$ cat src/rtl/cdc_fifo_write_ctrl.sv
// Write-side pointer controller for an asynchronous FIFO: binary/Gray write pointer,
// read-pointer synchroniser, full/almost-full/fill-level. Optional sticky overflow: CDC_FIFO_OVERFLOW_FLAG_EN.
module cdc_fifo_write_ctrl #(
  parameter int ADDRESS_WIDTH     = 4,
  parameter int SYNC_STAGES       = 2,
  parameter int ALMOST_FULL_LEVEL = (1 << ADDRESS_WIDTH) - 2
) (
  input  logic                     clock,
  input  logic                     reset_n,
  input  logic                     write_request,
  input  logic [ADDRESS_WIDTH:0]   read_pointer_gray,
  input  logic                     clear_overflow,
  output logic                     write_enable,
  output logic [ADDRESS_WIDTH-1:0] write_address,
  output logic [ADDRESS_WIDTH:0]   write_pointer_gray,
  output logic                     full,
  output logic                     almost_full,
  output logic [ADDRESS_WIDTH:0]   fill_level,
  output logic                     overflow
);

  localparam int PW = ADDRESS_WIDTH + 1;
  localparam logic [PW-1:0] AF_LEVEL = PW'(ALMOST_FULL_LEVEL);

  logic [PW-1:0] wbin_q, wbin_d;
  logic [PW-1:0] wgray_q, wgray_d;
  logic [PW-1:0] rsync_q [SYNC_STAGES];
  logic [PW-1:0] rsync_d [SYNC_STAGES];
  logic [PW-1:0] rptr_sync;
  logic [PW-1:0] rbin;
  logic [PW-1:0] full_match;
  logic          full_q, full_d;
  logic          accept;

  genvar gi;

  generate
    for (gi = 0; gi < SYNC_STAGES; gi++) begin : g_rsync
      if (gi == 0) begin : g_first
        assign rsync_d[gi] = read_pointer_gray;
      end else begin : g_rest
        assign rsync_d[gi] = rsync_q[gi-1];
      end
    end
  endgenerate

  assign rptr_sync = rsync_q[SYNC_STAGES-1];

  // Each binary bit is the XOR of all Gray bits at or above it.
  generate
    for (gi = 0; gi < PW; gi++) begin : g_g2b
      assign rbin[gi] = ^(rptr_sync >> gi);
    end
  endgenerate

  always_comb begin
    accept     = write_request & ~full_q;
    wbin_d     = wbin_q + PW'(accept);
    wgray_d    = wbin_d ^ (wbin_d >> 1);
    // Full when the write pointer has lapped the read pointer by exactly one depth.
    full_match = {~rptr_sync[PW-1:PW-2], rptr_sync[PW-3:0]};
    full_d     = (wgray_d == full_match);
  end

  always_ff @(posedge clock or negedge reset_n) begin
    if (!reset_n) begin
      wbin_q  <= '0;
      wgray_q <= '0;
      full_q  <= 1'b0;
      for (int i = 0; i < SYNC_STAGES; i++) begin
        rsync_q[i] <= '0;
      end
    end else begin
      wbin_q  <= wbin_d;
      wgray_q <= wgray_d;
      full_q  <= full_d;
      for (int i = 0; i < SYNC_STAGES; i++) begin
        rsync_q[i] <= rsync_d[i];
      end
    end
  end

  assign write_enable       = accept;
  assign write_address      = wbin_q[ADDRESS_WIDTH-1:0];
  assign write_pointer_gray = wgray_q;
  assign full               = full_q;
  assign fill_level         = wbin_q - rbin;
  assign almost_full        = (fill_level >= AF_LEVEL);

`ifdef CDC_FIFO_OVERFLOW_FLAG_EN
  logic overflow_q, overflow_d;

  // A dropped request wins over a clear in the same cycle.
  always_comb begin
    overflow_d = overflow_q;
    if (write_request & full_q) begin
      overflow_d = 1'b1;
    end else if (clear_overflow) begin
      overflow_d = 1'b0;
    end
  end

  always_ff @(posedge clock or negedge reset_n) begin
    if (!reset_n) begin
      overflow_q <= 1'b0;
    end else begin
      overflow_q <= overflow_d;
    end
  end

  assign overflow = overflow_q;
`else
  logic unused_clear_overflow;
  assign unused_clear_overflow = clear_overflow;
  assign overflow = 1'b0;
`endif

endmodule
$ cat config.mk
export PLATFORM = sky130hd
export DESIGN_NAME = cdc_fifo_write_ctrl
export DESIGN_NICKNAME = d
export VERILOG_FILES = /design/src/rtl/cdc_fifo_write_ctrl.sv
export SDC_FILE = /design/constraint.sdc
export NUM_CORES = 1
export LEC_CHECK = 0
export BUFFER_PORTS_ARGS = -buffer_cell sky130_fd_sc_hd__buf_4
export CELL_PAD_IN_SITES_DETAIL_PLACEMENT = 0
export CELL_PAD_IN_SITES_GLOBAL_PLACEMENT = 2
export CORE_MARGIN = 2
export CORE_UTILIZATION = 35
export CTS_CLUSTER_SIZE = 8
export DETAILED_ROUTE_END_ITERATION = 6
export GPL_TIMING_DRIVEN = 0
export PLACE_DENSITY = 0.91
export RECOVER_POWER = 25
export SLEW_MARGIN = 0
export SYNTH_ARGS = -nofsm -noshare
export SYNTH_HDL_FRONTEND = slang
export SYNTH_SLANG_ARGS = --single-unit
$ cat constraint.sdc
create_clock -name clock -period 7.47 [get_ports clock]
set_input_delay 1.8675 -clock clock [delete_from_list [all_inputs] [get_ports clock]]
set_output_delay 1.8675 -clock clock [all_outputs]
set_load 0.02 [all_outputs]
==> impl_metrics.json <==
{
  "status": "completed",
  "setup_viol": 0,
  "track_usage_pct": 10.3,
  "path_clk_slew_ns": 0.09,
  "yosys_warnings": 0,
  "cts-root-buf": "clkbuf_4",
  "wl_mm": 1.56,
  "dp_hpwl_mm": 1.28,
  "skew_ns": 0.00107,
  "crit_arrival_ns": 2.86,
  "cts_num_sinks": 20,
  "gp_congestion": 0.658,
  "syn_nets": 97,
  "ant_nets": 0,
  "die_area_sq_um": 3280,
  "place_area_sq_um": 1210,
  "cts_tree": "built",
  "leakagePower_nw": 0.598,
  "period_share_pct": 63.3,
  "cp.depth": 11,
  "overflow": 0,
  "worstSkewPairLatency_ns": 0.28,
  "regArea_sq_um": 500,
  "coreArea_sq_um": 2730,
  "ys_ff_latch": 20,
  "synth.distinct_cells": 26,
  "hold_ws_ns": 0.357,
  "layout_commonest_cell": "buf_4",
  "worstPathCellList": "xnor2_2, xor2_2, xor2_2, xnor2_1, ha_1, fa_1, nor2b_1, o21ai_0, and3_1, o32ai_1, buf_4",
  "multi_input_area_sq_um": 460,
  "grt_setup_unrepaired": "false",
  "grt_max_degree": 21,
  "rrSetupSlack_ns": 5.33,
  "syn_inst": 81,
  "cts-hold-fix-buffers": 0,
  "num_vias": 625,
  "grt_first_pass_wirelength_mm": 2.59,
  "start_kind": "register",
  "hold_start": "rsync_d[2]",
  "dr.first_iter.drc_count": 17,
  "fin_util_pct": 45.1,
  "final_cell_mix": "24 x buf_4, 20 x dfrtp_1, 9 x xor2_1, 7 x inv_1, 7 x xnor2_1",
  "seq_area_frac_synth_pct": 50.3,
  "wl_per_cell_um": 11.2,
  "peakVddDrop_uv": 407,
  "r2r_end": "full",
  "start_util_pct": 36.4,
  "path_max_fanout": 3,
  "drive_gt1_share_pct": 27.8,
  "hold_end": "rptr_sync[2]",
  "min_path_type": "register to register",
  "crit_top_cell": "xor2_2",
  "die_height_um": 57.3,
  "synth_area_sq_um": 995,
  "vias_per_cell": 4.50,
  "grt_pass1_vias": 609,
  "critPathMaxStageDelay_ns": 0.44,
  "dr.pass1.iters": 4,
  "min_period_ns": 4.73,
  "crit_buf_inv": 1,
  "required_ns": 5.60,
  "htree_levels": 1,
  "cts_repair_resize_count": 0,
  "antenna_found_initial": 0,
  "cts_buffers": 3,
  "num_rows": 19,
  "diodes": 0,
  "hold_viol_final": 0,
  "path_class": "register to output port",
  "nets": 126,
  "max_cap_viol_count": 0,
  "powerDensity_nw_per_um2": 496,
  "drc": 0,
  "slew_viol_final": 0,
  "setup_tns_ns": 0,
  "syn_area_per_cell_sq_um": 12.3,
  "cts_buffer_depth": 2,
  "postLayoutCellArea_sq_um": 1230,
  "max_clock_freq_ghz": 0.211,
  "portBuffers": 24,
  "nFillCells": 255,
  "hold_depth": 0,
  "end_kind": "output port",
  "critical_path.top_delay_family": "XOR/XNOR gates",
  "critPathSlowestCell": "fa_1",
  "die_x_um": 57.3,
  "pin_count": 27,
  "max_slew_margin_pct": 34.5,
  "r2r-start": "full",
  "worstMarginPinSlew_ns": 0.982,
  "rr_worst_depth": 7,
  "area_growth_syn_to_layout_pct": 23.9,
  "post_cts.repair.setup_buffers": 0
}
[layer usage]
layer  vias up  part of all wire, %  track usage (%)
met5         -                    0                0
met4         0                 0.90             4.98
met3         2                  4.8             2.04
met2        15                   48             16.6
met1       291                   46             13.4
li1        317                    -                -
[power breakdown]
group	leakage [nW]	total [mW]	internal, mW	switching (mW)
clock	0.0138	0.0456	0.0187	0.0269
sequential	0.236	0.174	0.140	0.0333
combinational	0.348	0.392	0.179	0.213
total	0.598	0.611	0.338	0.273
[synthesized netlist by cell type]
library cell / n / area [sq um]
a21oi_1: 2 / 10.0
xnor2_1: 7 / 61.3
xor2_2: 2 / 32.5
inv_1: 7 / 26.3
nand2_1: 1 / 3.75
conb_1: 1 / 3.75
o32ai_1: 1 / 8.76
a31oi_1: 1 / 6.26
xnor2_2: 1 / 16.3
and3_1: 1 / 6.26
xor2_1: 9 / 78.8
and4b_1: 1 / 10.0
or3_1: 1 / 6.26
ha_1: 6 / 75.1
buf_4: 1 / 7.51
nor2b_1: 3 / 18.8
o21ai_0: 3 / 15.0
nor2_1: 3 / 11.3
dfrtp_1: 20 / 500
xnor3_1: 1 / 22.5
o21a_1: 1 / 7.51
nand3_1: 2 / 10.0
fa_1: 1 / 20.0
a21boi_0: 3 / 22.5
nand4_1: 1 / 6.26
nor3b_1: 1 / 7.51
[per-stage QoR]
| stage | setup slack [ns] | std cells | total power [mW] |
|---|---|---|---|
| 2_1_floorplan | 2.73 | 81 | 0.434 |
| 3_3_place_gp | 3.07 | 136 | 0.566 |
| 3_5_place_dp | 3.05 | 136 | 0.573 |
| 4_1_cts | 2.72 | 139 | 0.621 |
| 5_1_grt | 2.57 | 139 | 0.662 |
| 6_report | 2.74 | 139 | 0.611 |
[worst max path at each step]
stage	startpoint	slack [ns]	to
after detailed placement	rptr_sync[3]	3.05	almost_full
after global routing	rptr_sync[3]	2.57	almost_full
after floorplan	rptr_sync[3]	2.73	almost_full
after global placement	rptr_sync[3]	3.07	almost_full
final	rptr_sync[3]	2.74	almost_full
after CTS	rptr_sync[3]	2.72	almost_full
[flip-flops by register name, indices dropped and copies added, names as in the netlist]
register	flops
full	1
write_pointer_gray	4
rsync_d	5
rptr_sync	5
wbin_q	5
[final cells by class]
class                           instances  area share, %
Tap cell                               31           3.15
Buffer                                  1          0.609
Clock buffer                            3           1.83
Multi-Input combinational cell         53           37.4
Inverter                                7           2.13
Sequential cell                        20           40.6
Timing Repair Buffer                   24           14.3
[logic make-up (layout without fill, tap and decap cells)]
logic type	count (synthesis)	count (layout)	share of synthesized area, %
AO/OA/AOI/OAI	11	11	7.04
flip-flops	20	20	50.3
adder cells (fa/ha/maj)	7	7	9.56
AND/OR/NAND/NOR	14	14	8.05
buffers and inverters	8	35	3.40
other	1	1	0.377
XOR/XNOR	20	20	21.3
Note: power is estimated with default switching activity, not from simulation.
